`src/rtl/dmem_arb_pkg.sv`:
```
// Shared types and constants for the data-memory arbiter: FSM states,
// requester indices and the word-alignment check.
package dmem_arb_pkg;

  typedef enum logic {
    IDLE   = 1'b0,
    ACCESS = 1'b1
  } state_t;

  localparam logic P_CPU = 1'b0;
  localparam logic P_DBG = 1'b1;

  localparam logic [1:0] ALIGN_MASK = 2'b11;

  function automatic logic misaligned(input logic [1:0] lsb);
    return (lsb & ALIGN_MASK) != 2'b00;
  endfunction

endpackage

```
`src/rtl/rr_arb2.sv`:
```
// Two-way round-robin picker: a lone requester wins outright, a tie goes
// to the port that did not win last time.
module rr_arb2
  import dmem_arb_pkg::*;
(
  input  logic [1:0] req,
  input  logic       last,
  output logic [1:0] gnt,
  output logic       win
);

  always_comb begin
    win = P_CPU;
    if (req == 2'b11) begin
      win = (last == P_CPU) ? P_DBG : P_CPU;
    end else if (req[1]) begin
      win = P_DBG;
    end
    gnt = 2'b00;
    if (req != 2'b00) begin
      gnt = win ? 2'b10 : 2'b01;
    end
  end

endmodule

```
`src/rtl/dmem_arbiter.sv`:
```
// Arbiter/sequencer for the single-port data memory shared by the MEM stage
// (port 0) and the debug/loader port (port 1); one access per LAT+1 cycles.
module dmem_arbiter
  import dmem_arb_pkg::*;
#(
  parameter int LAT = 2,
  parameter int AW  = 32,
  parameter int DW  = 32
) (
  input  logic          clk,
  input  logic          rst_n,
  input  logic          p0_req,
  input  logic          p0_we,
  input  logic [AW-1:0] p0_addr,
  input  logic [DW-1:0] p0_wdata,
  output logic          p0_gnt,
  output logic          p0_done,
  output logic [DW-1:0] p0_rdata,
  output logic          p0_err,
  input  logic          p1_req,
  input  logic          p1_we,
  input  logic [AW-1:0] p1_addr,
  input  logic [DW-1:0] p1_wdata,
  output logic          p1_gnt,
  output logic          p1_done,
  output logic [DW-1:0] p1_rdata,
  output logic          p1_err,
  output logic          mem_read,
  output logic          mem_write,
  output logic [AW-1:0] mem_addr,
  output logic [DW-1:0] mem_wdata,
  input  logic [DW-1:0] mem_rdata,
  output logic          busy
);

  localparam int            CW       = (LAT > 1) ? $clog2(LAT) : 1;
  localparam logic [CW-1:0] CNT_LOAD = CW'(LAT - 1);

  state_t        state;
  logic [CW-1:0] cnt;
  logic          owner;
  logic          we_q;
  logic          mis_q;
  logic          last;

  logic [1:0]    arb_gnt;
  logic          arb_win;
  logic          grant_ok;
  logic          sel_we;
  logic [AW-1:0] sel_addr;
  logic [DW-1:0] sel_wdata;
  logic          sel_mis;
  logic [DW-1:0] rd_val;

  rr_arb2 u_rr_arb2 (
    .req  ({p1_req, p0_req}),
    .last (last),
    .gnt  (arb_gnt),
    .win  (arb_win)
  );

  // Grants exist only in IDLE and are held off while reset is asserted.
  assign grant_ok = (state == IDLE) && rst_n;
  assign p0_gnt   = grant_ok && arb_gnt[0];
  assign p1_gnt   = grant_ok && arb_gnt[1];
  assign busy     = (state == ACCESS);

  assign sel_we    = arb_win ? p1_we    : p0_we;
  assign sel_addr  = arb_win ? p1_addr  : p0_addr;
  assign sel_wdata = arb_win ? p1_wdata : p0_wdata;
  assign sel_mis   = misaligned(sel_addr[1:0]);

  // Writes and dropped misaligned accesses return zero data.
  assign rd_val = (we_q || mis_q) ? '0 : mem_rdata;

  always_ff @(posedge clk or negedge rst_n) begin
    if (!rst_n) begin
      state     <= IDLE;
      cnt       <= '0;
      owner     <= P_CPU;
      we_q      <= 1'b0;
      mis_q     <= 1'b0;
      last      <= P_DBG;
      mem_read  <= 1'b0;
      mem_write <= 1'b0;
      mem_addr  <= '0;
      mem_wdata <= '0;
      p0_done   <= 1'b0;
      p0_err    <= 1'b0;
      p0_rdata  <= '0;
      p1_done   <= 1'b0;
      p1_err    <= 1'b0;
      p1_rdata  <= '0;
    end else begin
      p0_done  <= 1'b0;
      p0_err   <= 1'b0;
      p0_rdata <= '0;
      p1_done  <= 1'b0;
      p1_err   <= 1'b0;
      p1_rdata <= '0;
      case (state)
        IDLE: begin
          if (arb_gnt != 2'b00) begin
            owner     <= arb_win;
            we_q      <= sel_we;
            mis_q     <= sel_mis;
            last      <= arb_win;
            cnt       <= CNT_LOAD;
            mem_addr  <= sel_addr;
            mem_wdata <= sel_wdata;
            mem_read  <= !sel_we && !sel_mis;
            mem_write <= sel_we && !sel_mis;
            state     <= ACCESS;
          end
        end
        ACCESS: begin
          // The write strobe lasts one cycle so memory commits exactly once.
          mem_write <= 1'b0;
          if (cnt == '0) begin
            state     <= IDLE;
            mem_read  <= 1'b0;
            mem_addr  <= '0;
            mem_wdata <= '0;
            if (owner == P_DBG) begin
              p1_done  <= 1'b1;
              p1_err   <= mis_q;
              p1_rdata <= rd_val;
            end else begin
              p0_done  <= 1'b1;
              p0_err   <= mis_q;
              p0_rdata <= rd_val;
            end
          end else begin
            cnt <= cnt - CW'(1);
          end
        end
        default: state <= IDLE;
      endcase
    end
  end

endmodule
```
`config.mk`:
```
export PLATFORM = sky130hd
export DESIGN_NAME = dmem_arbiter
export DESIGN_NICKNAME = d
export VERILOG_FILES = /design/src/rtl/dmem_arb_pkg.sv /design/src/rtl/rr_arb2.sv /design/src/rtl/dmem_arbiter.sv
export SDC_FILE = /design/constraint.sdc
export NUM_CORES = 1
export LEC_CHECK = 0
export CAP_MARGIN = 20
export CORE_MARGIN = 4
export CORE_UTILIZATION = 40
export CTS_BUF_LIST = sky130_fd_sc_hd__clkbuf_2
export DETAILED_ROUTE_END_ITERATION = 8
export PLACE_DENSITY_LB_ADDON = 0.15
export SLEW_MARGIN = 5
export SYNTH_ARGS = -nofsm -noshare
export SYNTH_HDL_FRONTEND = slang
export SYNTH_SLANG_ARGS = --single-unit
export TNS_END_PERCENT = 100
```
`constraint.sdc`:
```
create_clock -name clk -period 2.4 [get_ports clk]
set_input_delay 0.72 -clock clk [delete_from_list [all_inputs] [get_ports clk]]
set_output_delay 0.72 -clock clk [all_outputs]
set_load 0.02 [all_outputs]
```
After elaboration in Yosys (flattened, before gate mapping)
Index checks and enable logic that the tools add are counted.

Word-level logic and storage cells: 77. Bits in registers: 140. Input bits: 166.

Bitwise logic cells: 1. Add/subtract/negate cells: 1. Reduce and logical (&&, ||, !) cells: 13. Equal/unequal tests: 3. Mux-type cells: 43.

Operators by type and width (count): $mux 32 (12); $pmux 32 s2 (2); $mux 1 (23); $pmux 1 s2 (4); $reduce_bool 2->1 (3); $logic_and 1x1->1 (5); $mux 2 (2); $reduce_and 2->1 (2); $eq 2x2->1 const B (1); $logic_not 1->1 (2); $ne 2x1->1 const B (1); $ne 2x2->1 const B (1); $logic_or 1x1->1 (1); $not 1->1 (1); $sub 1x1->1 const B (1).

Depth between registers and ports, before layout
Depth in word-level cells: 8. Depth in mapped cells: 6. Mapped depth without buffers: 3.

Hierarchy
Synthesis repeated with hierarchy kept, for this count alone.

Cells, all modules: 435. Area total of the unflattened synthesis: 5650.4 um^2.

Modules (own cells, without submodules): dmem_arbiter (sequential area each 3504.6 um^2, area an instance 5624.1 um^2, times used 1, cells an instance 431); rr_arb2 (sequential area each 0.0 um^2, area an instance 26.3 um^2, times used 1, cells an instance 4).

Worst setup path after synthesis
Ideal clock, no wire load.

Path kind: input to output. Start point: input port p1_req. End point: output port p0_gnt. Setup slack: 45 ps. Data required time: 1680 ps. Stages on the path: 6. Arrival time: 1635 ps. Cell sequence: a21bo_1 -> buf_6 -> buf_6 -> buf_6 -> nand2_1 -> nor2_1.

Cells in the longest elaborated chain, start to end: 5. Elaborated cells between the ends (all ways): 7.

Ends and longest elaborated chain: start, declared (RTL line dmem_arbiter.sv:20) `input logic p1_req,`; $eq 2x2->1 or $mux 1 (tied branches) (RTL line rr_arb2.sv:14, rr_arb2.sv:16); $mux 1 (RTL line rr_arb2.sv:14) `if (req == 2'b11) begin`; $mux 2 (RTL line rr_arb2.sv:21) `gnt = win ? 2'b10 : 2'b01;`; $mux 2 (*) (RTL line rr_arb2.sv:20) `if (req != 2'b00) begin`; $logic_and 1x1->1 (*) (RTL line dmem_arbiter.sv:64) `assign p0_gnt = grant_ok && arb_gnt[0];`; end, declared (RTL line dmem_arbiter.sv:16) `output logic p0_gnt,`.

Mark *: on every way between the ends. The rest lies on a longest branch, timed or not.

Worst setup path after layout
Start point: input port p0_req. End point: output port p0_gnt.

Cells in the longest elaborated chain, start to end: 5. Elaborated cells between the ends (all ways): 6.

Ends and longest elaborated chain: start, declared (RTL line dmem_arbiter.sv:12) `input logic p0_req,`; $eq 2x2->1 (RTL line rr_arb2.sv:14); $mux 1 (RTL line rr_arb2.sv:14); $mux 2 (RTL line rr_arb2.sv:21); $mux 2 (*) (RTL line rr_arb2.sv:20); $logic_and 1x1->1 (*) (RTL line dmem_arbiter.sv:64).

Marks and branches as above.

==> impl_metrics.csv <==
group,metric,value,unit
critical_path,end_kind,"primary output",
grt,grt_use_total,21.9,%
floorplan,num_io_pins,303,
sta,skew,12.6,ps
critical_path,critical_path.max_fanout,5,
critical_path,critPathLaunchType,"input pin",
sta,whs,207,ps
power_and_ir_drop,pwr_density_cell,946,nW/µm²
critical_path,crit_type,"input pin to primary output",
critical_path,max_stage_delay,520,ps
cells_and_area,area_growth,60.4,%
power_and_ir_drop,vdd_drop_max,0.529,mV
cells_and_area,nFillCells,1076,
yosys,yosys_warnings,0,
sta,setup-tns-final,-193,ps
critical_path,cp_num_buf_inv,3,
critical_path,cp_common_cell,"buf_4",
placed_design,placed_area,8770,µm²
cts,hold_buffers,0,
floorplan,fp.dieArea,15800,µm²
drt,wl,17200,µm
yosys,synth_top_cell_area_share,63.0,%
drt,wl_per_cell,19.0,µm
drt,first_pass_iters,4,
cts,numCtsBuffers,17,
critical_path,crit_arrival,1840,ps
yosys,ys_seq_elements,140,
floorplan,start_util,41.2,%
floorplan,die_height,126,µm
yosys,synth_nets,574,
cts,tritoncts,"yes",
cells_and_area,drive_gt1_share,8.82,%
drt,drtIter0Drc,167,
placed_design,io_buffers,302,
cts,clk_path_buf_depth,2,
drt,via_per_inst,5.05,
grt,grt_pass1_vias,4890,
cells_and_area,finalInstanceArea,8860,µm²
critical_path,path_delay_family,"buffers and inverters",
floorplan,core,13400,µm²
run,cap_violations,0,
drt,vias,4561,
critical_path,crit_chain,"clkdlybuf4s50_1, buf_4, a21bo_4, nand2_1, nor2_1, buf_4",
grt,grt_pass1_wl,26900,µm
sta,finalHoldViolCount,0,
cells_and_area,post-route-util,66.1,%
min_path,hold_path.class,"input pin to asynchronous set/reset pin",
sta,fmax,0.391,GHz
yosys,netlist_area,5520,µm²
grt,antenna_found_initial,1,
sta,max_slew.worst_pin.slew,784,ps
sta,slew_violations,0,
drt,drtAntennaViolNets,0,
cells_and_area,nNetsFinal,879,
yosys,synth_cells,408,
yosys,synth_cell_type_count,26,
yosys,synth_area_leaders,"dfrtp_1 (63%), mux2i_1 (12%), o2bb2ai_1 (10%), and3_1 (7.5%), clkbuf_1 (1.2%)",
placed_design,gp_congestion,0.836,
placed_design,dpl_worst_slack,-517,ps
critical_path,worst_path_max_delay_cell,"clkdlybuf4s50_1",
cts,numClockSinks,140,
status,failed_checks,"negative setup slack",
cts,h-tree-depth,4,
status,status,"complete, but fails checks",
sta,maxSlewHeadroom,47.8,%
grt,grt_max_degree,71,
sta,layout_setup_ws,-155,ps
cts,path_clk_slew,210,ps
grt,overflow,0,
power_and_ir_drop,p_leak,4.83,nW
drt,drc_errors,0,
sta,min_period,2560,ps
yosys,yosys.area.top_type,"dfrtp_1",
floorplan,die_width,126,µm
sta,fin_crit_sh,106,%
yosys,yosysSeqAreaShare,63.5,%
yosys,syn_area_per_cell,13.5,µm²
placed_design,dpl.hpwl,12900,µm
sta,setup_viol,2,
cts,cts.root.buffer_cell,"clkbuf_2",
sta,rsz0062_at_grt,"true",
floorplan,num_rows,42,
cts,clkLatencyLatePin,680,ps
critical_path,worstPathRequired,1680,ps
-- synth_stat cells, drive strengths merged --
cell	count
nor2	7
o21ai	3
and3	66
or2	1
mux2i	66
mux2	1
nand2	4
and2	2
dfstp	1
a21boi	1
a21bo	1
a21o	1
a311oi	1
a21oi	2
a31oi	1
clkbuf	18
nand3	2
inv	2
o21bai	1
o2bb2ai	65
dfrtp	139
buf	19
nor3	4
-- report_power, final --
part / switching, mW / internal [mW] / total [mW] / leakage (nW)
combinational: 2.31 / 1.53 / 3.84 / 2.84
sequential: 0.301 / 3.02 / 3.32 / 1.87
clock: 0.855 / 0.367 / 1.22 / 0.121
total: 3.47 / 4.92 / 8.38 / 4.83
-- cells in the final DEF (no fill, tap or decap), drive strengths merged, types with 2 or more instances in the layout --
master / n
a21oi: 2
and2: 2
and3: 66
buf: 24
clkbuf: 17
clkdlybuf4s50: 164
clkinv: 9
clkinvlp: 4
dfrtp: 139
dlygate4sd2: 134
inv: 3
mux2i: 66
nand2: 4
nand3: 2
nor2: 7
nor3: 4
o21ai: 3
o2bb2ai: 65
-- cell families (layout without fill, tap and decap cells) --
| logic type | after synthesis | after routing | synth area share [%] |
|---|---|---|---|
| mux | 67 | 67 | 12.2 |
| compound gates | 76 | 76 | 11.6 |
| buf+inv | 39 | 357 | 3.56 |
| flops | 140 | 140 | 63.5 |
| other cells | 0 | 1 | 0 |
| simple gates | 86 | 86 | 9.20 |
-- through the flow --
stage | cells | total power [mW]
3_5_place_dp | 866 | 7.68
5_1_grt | 903 | 8.90
3_3_place_gp | 866 | 7.61
2_1_floorplan | 408 | 5.47
4_1_cts | 900 | 8.48
6_report | 903 | 8.38
-- state kept, by name, indices dropped and copies added, names as in the netlist --
name / count
p0_err: 1
p1_rdata: 32
mem_write: 1
mis_q: 1
owner: 1
mem_addr: 32
mem_read: 1
p0_done: 1
busy: 1
last: 1
cnt: 1
p1_err: 1
mem_wdata: 32
p1_done: 1
p0_rdata: 32
we_q: 1
-- worst reg2reg max path, delay by kind of cell, from the launching register on --
family | cells | cell delay [ps]
buffers and inverters | 3 | 560
AO/OA/AOI/OAI | 2 | 210
multiplexers | 1 | 280
flip-flops | 1 | 580
-- worst paths after layout --
check / start / endpoint / slack [ps] / cells after the start
worst max register to register: last / mem_wdata[2] / 650 / 6
worst max-delay path: p0_req / p0_gnt / -160 / 6
worst min register to register: mem_addr[30] / mem_addr[30] / 510 / 1
min in group clk: mem_addr[30] / mem_addr[30] / 510 / 1
max in group asynchronous: rst_n / mem_addr[8] / 1080 / 3
worst min-delay path: rst_n / p0_rdata[1] / 210 / 2
-- cell type report --
| cell class | instances | area, µm² | share of cell area, % |
|---|---|---|---|
| Inverter | 2 | 7.51 | 0.0847 |
| Clock buffer | 17 | 85.1 | 0.960 |
| Timing Repair Buffer | 323 | 3070 | 34.6 |
| Sequential cell | 140 | 3500 | 39.6 |
| Clock inverter | 15 | 126 | 1.43 |
| Multi-Input combinational cell | 229 | 1850 | 20.8 |
| Tap cell | 176 | 220 | 2.49 |
| Antenna cell | 1 | 2.50 | 0.0282 |
-- metal layers --
| layer | global-route usage, % | vias to the layer above | routed length [µm] |
|---|---|---|---|
| met4 | 8.42 | 0 | 391 |
| met2 | 36.8 | 196 | 8680 |
| met5 | 0 | - | 0 |
| li1 | - | 2123 | - |
| met1 | 24.8 | 2219 | 6520 |
| met3 | 9.08 | 23 | 1580 |
-- timing repair --
action                                  4_1_cts  5_1_grt
endpoints found under the setup margin      137        2
pin swaps                                     3        2
gates resized for setup                     142        4
setup buffers                                 2        2
No activity file was read; power rests on OpenSTA's default activity.
